File: src/rtl/cond_pkg.sv
// Shared encodings for the condition unit: Cond field values,
// NZCV bit positions and FlagW bit meanings.
package cond_pkg;

    typedef enum logic [3:0] {
        COND_EQ = 4'b0000,
        COND_NE = 4'b0001,
        COND_CS = 4'b0010,
        COND_CC = 4'b0011,
        COND_MI = 4'b0100,
        COND_PL = 4'b0101,
        COND_VS = 4'b0110,
        COND_VC = 4'b0111,
        COND_HI = 4'b1000,
        COND_LS = 4'b1001,
        COND_GE = 4'b1010,
        COND_LT = 4'b1011,
        COND_GT = 4'b1100,
        COND_LE = 4'b1101,
        COND_AL = 4'b1110,
        COND_NV = 4'b1111
    } cond_e;

    localparam int FLAG_N = 3;
    localparam int FLAG_Z = 2;
    localparam int FLAG_C = 1;
    localparam int FLAG_V = 0;

    localparam int FLAGW_NZ = 1;
    localparam int FLAGW_CV = 0;

endpackage

File: src/rtl/cond_check.sv
// Combinational condition evaluator: Cond field against NZCV.
// Unknown or unmatched Cond falls to the default and never executes.
module cond_check
    import cond_pkg::*;
#(
    parameter bit NV_EXECUTES = 1'b0
) (
    input  logic [3:0] Cond,
    input  logic [3:0] Flags,
    output logic       CondEx
);

    logic n, z, c, v;

    assign n = Flags[FLAG_N];
    assign z = Flags[FLAG_Z];
    assign c = Flags[FLAG_C];
    assign v = Flags[FLAG_V];

    always_comb begin
        CondEx = 1'b0;
        case (Cond)
            COND_EQ: CondEx = z;
            COND_NE: CondEx = ~z;
            COND_CS: CondEx = c;
            COND_CC: CondEx = ~c;
            COND_MI: CondEx = n;
            COND_PL: CondEx = ~n;
            COND_VS: CondEx = v;
            COND_VC: CondEx = ~v;
            COND_HI: CondEx = c & ~z;
            COND_LS: CondEx = ~c | z;
            COND_GE: CondEx = (n == v);
            COND_LT: CondEx = (n != v);
            COND_GT: CondEx = ~z & (n == v);
            COND_LE: CondEx = z | (n != v);
            COND_AL: CondEx = 1'b1;
            COND_NV: CondEx = NV_EXECUTES;
            default: CondEx = 1'b0;
        endcase
    end

endmodule

File: src/rtl/conditional_logic.sv
// NZCV flag register, condition evaluation and write-strobe gating
// between the control unit and the datapath.
module conditional_logic
    import cond_pkg::*;
#(
    parameter logic [3:0] FLAG_RESET  = 4'b0000,
    parameter bit         NV_EXECUTES = 1'b0
) (
    input  logic       clk,
    input  logic       reset,
    input  logic       StepEn,
    input  logic [3:0] Cond,
    input  logic [3:0] ALUFlags,
    input  logic [1:0] FlagW,
    input  logic       PCS,
    input  logic       RegW,
    input  logic       MemW,
    input  logic       NoWrite,
    output logic       CondEx,
    output logic       CondExReg,
    output logic [3:0] Flags,
    output logic       PCSrc,
    output logic       RegWrite,
    output logic       MemWrite
);

    logic [1:0] flag_write;

    cond_check #(
        .NV_EXECUTES(NV_EXECUTES)
    ) u_check (
        .Cond  (Cond),
        .Flags (Flags),
        .CondEx(CondEx)
    );

    // A failing instruction must not update the flags it was tested on.
    assign flag_write = FlagW & {CondEx, CondEx};

    always_ff @(posedge clk) begin
        if (reset) begin
            Flags     <= FLAG_RESET;
            CondExReg <= 1'b0;
        end else if (StepEn) begin
            if (flag_write[FLAGW_NZ]) begin
                Flags[FLAG_N] <= ALUFlags[FLAG_N];
                Flags[FLAG_Z] <= ALUFlags[FLAG_Z];
            end
            if (flag_write[FLAGW_CV]) begin
                Flags[FLAG_C] <= ALUFlags[FLAG_C];
                Flags[FLAG_V] <= ALUFlags[FLAG_V];
            end
            CondExReg <= CondEx;
        end
    end

    assign PCSrc    = PCS & CondEx;
    assign RegWrite = RegW & CondEx & ~NoWrite;
    assign MemWrite = MemW & CondEx;

endmodule

File: config.mk
export PLATFORM = sky130hd
export DESIGN_NAME = conditional_logic
export DESIGN_NICKNAME = d
export VERILOG_FILES = /design/src/rtl/cond_pkg.sv /design/src/rtl/cond_check.sv /design/src/rtl/conditional_logic.sv
export SDC_FILE = /design/constraint.sdc
export NUM_CORES = 1
export LEC_CHECK = 0
export ABC_CLOCK_PERIOD_IN_PS = 1950
export BUFFER_PORTS_ARGS = -buffer_cell sky130_fd_sc_hd__buf_2
export CORE_AREA = 2 2 39 41
export CTS_BUF_LIST = sky130_fd_sc_hd__clkbuf_8
export DETAILED_ROUTE_END_ITERATION = 8
export DIE_AREA = 0 0 41 43
export PLACE_DENSITY = 0.66
export SYNTH_ARGS = -nofsm -noshare
export SYNTH_HDL_FRONTEND = slang
export SYNTH_SLANG_ARGS = --single-unit
File: constraint.sdc
create_clock -name clk -period 1.95 [get_ports clk]
set_clock_uncertainty 0.1 [all_clocks]
set_input_delay 0.2925 -clock clk [delete_from_list [all_inputs] [get_ports clk]]
set_output_delay 0.2925 -clock clk [all_outputs]
set_load 0.02 [all_outputs]
==> reports/metrics.cfg <==
[route]
dr_total_vias=493
ant_nets=0
drt_wl_total_um=1110
wl_per_cell_um=10.5
vias_per_cell=4.65
first_iter_violations=8
route.detailed.drc=0
dr.pass1.iters=4

[worst_setup_path]
arrival_ps=1830
cp_slowest_cell=dfxtp_4
r2r-end=CondExReg
startpoint_type=flop
cpPeakStageDelay_ps=360
end_kind=output pin
crit_required_ps=1560
cp_cell_sequence=xnor2_4 -> o21a_1 -> o32ai_2 -> a2111oi_4 -> a21oi_4 -> and3b_2 -> buf_6
critPathMaxFanout=5
cp-startpoint=Flags[3]
critPathKind=reg -> out
rr_startpoint=Flags[3]
r2r_slack_ps=30
rr_worst_depth=8

[layout]
regArea_um2=109
multi_input_area_um2=358
syn2layout_area_growth_pct=73.7
drive_above_1_share_pct=62.2
final_core_util_pct=55.6
diodes=0
final_common_cell=buf_2
most-common-layout-cells=buf_2 (22), buf_4 (10), nand2_1 (8)
fin_nets=108
fillCellCount=139
finalNonFillerCells=106

[global_route]
antenna_found_initial=0
grt.total_usage_pct=13.3
overflow=0
grt_pass1_wl_um=1650
grt_pass1_vias=450
grt_max_degree=10

[worst_hold_path]
whs_endpoint=Flags[2]
hold_path_depth=2
hold_class=in -> reg
hp-start=ALUFlags[2]

[cts]
cts_tree=yes
cts_made_buffers=3
clock_latency_ps=220
ctsHoldBuffers=0
clkSinkCount=5
root_buffer=clkbuf_8
clk_pin_slew_worst_paths_ps=30
htreeDepth=1
cts_buffer_depth=2

[sta]
max_freq_ghz=0.451
tns_ps=-844
worst_pin_slew_ps=413
fin_crit_ps=2220
rsz0062_at_grt=true
setup_slack_ps=-268
relSlewSlack_pct=72.4
finalCritPeriodShare_pct=114
hold_violations=0
final_max_slew_viol_count=0
setup-violations-final=4

[pwr]
irDropWorstVdd_mv=0.456
pwr-share-clk_pct=40.4
p_comb_share_pct=34.4
p_switching_mw=0.129
p_seq_share_pct=25.2
switching_share_pct=28.6
power_density_nw_per_um2=586
p_leak_nw=0.361
p_int_mw=0.322

[floorplan]
die_w_um=41
core_um2=1380
die-area_um2=1760
row_count=14
initial_core_util_pct=32.0
ios=26
fp.dieH_um=43

[outcome]
violations=setup timing
status=finished, violations left

[run]
max_cap_viol_count=0

[placement]
dp_cells=101
place.gp.congestion=0.661
dp_hpwl_um=936
port_buffers=25

[yosys]
seq_area_frac_synth_pct=22.6
syn_inst=52
ys_warn_count=0
synth_cell_types=24
ys_ff_latch=5
syn_avg_cell_area_um2=8.52
synthesis.area_um2=443
syn_nets=69

metal layers:
layer | share of wire (%) | global-route usage, %
met5 | 0 | 0
met4 | 0 | 4.00
met3 | 4.5 | 3.14
met2 | 50 | 23.1
met1 | 45 | 14.9
kinds of logic after synthesis:
| kind of cell | after synthesis | synth area share, % |
|---|---|---|
| AO/OA/AOI/OAI | 12 | 29.9 |
| XOR/XNOR | 2 | 3.96 |
| buffers and inverters | 6 | 6.78 |
| flip-flops | 5 | 22.6 |
| multiplexers | 6 | 13.6 |
| AND/OR/NAND/NOR | 21 | 23.2 |
per-stage QoR:
step	power, mW	setup slack [ps]	area, µm²	hold slack [ps]
floorplan	0.199	-100	485	324
global placement	0.253	-110	683	381
detailed placement	0.256	-152	683	389
CTS	0.456	-274	769	192
global route	0.475	-341	769	197
finish	0.451	-268	769	193
synthesized netlist by cell type (all sizes together):
cell type  count  area [µm²]
mux2i          6        60.1
a31o           2        17.5
o21a           1        7.51
nor3b          1        7.51
o21ai          1        5.00
a311o          1        11.3
inv            4        15.0
dfxtp          5         100
nand2          8        30.0
a21oi          3        22.5
nor3           2        10.0
o32ai          1        16.3
o211a          1        10.0
and2           2        12.5
xnor2          2        17.5
a2111oi        2        42.5
and3b          1        8.76
clkinv         1        3.75
nand3          2        10.0
nor2           5        23.8
buf            1        11.3
critical path: cells and delay by family (launching register included):
kind	cells	cell delay (ps)
AOI/OAI and AO/OA	4	760
xor gates and xnor gates	1	160
and+or+nand+nor	1	210
buffers and inverters	1	110
DFF	1	360
layout make-up:
cell class / instances / area share, %
clock buffer: 3 / 5.37
clock inverter: 1 / 0.488
sequential: 5 / 14.1
tap: 16 / 2.60
multi-input combinational: 41 / 46.5
inverter: 5 / 2.44
timing repair buffer: 35 / 28.5
repair_timing:
item | CTS | global route
setup buffers | 1 | 0
gates resized for setup | 8 | 0
endpoints found under the hold margin | 0 | 0
endpoints found under the setup margin | 4 | 5
power by group through the flow:
stage | Clock, mW | Combinational, mW | Sequential, mW
2_1_floorplan | 0 | 0.0793 | 0.120
3_3_place_gp | 0 | 0.140 | 0.114
3_5_place_dp | 0 | 0.142 | 0.114
4_1_cts | 0.186 | 0.156 | 0.113
5_1_grt | 0.194 | 0.167 | 0.114
6_report | 0.182 | 0.155 | 0.113
sequential cells by signal, summed over array words and instances, names as in the netlist:
name       flops
Flags          4
CondExReg      1
worst max-delay path by stage:
stage	depth (start not counted)	to	slack (ps)
3_3_place_gp	8	RegWrite	-110
4_1_cts	7	RegWrite	-270
3_5_place_dp	8	RegWrite	-150
2_1_floorplan	7	RegWrite	-100
5_1_grt	7	RegWrite	-340
6_report	7	RegWrite	-270
Note: power is estimated with default switching activity, not from simulation.
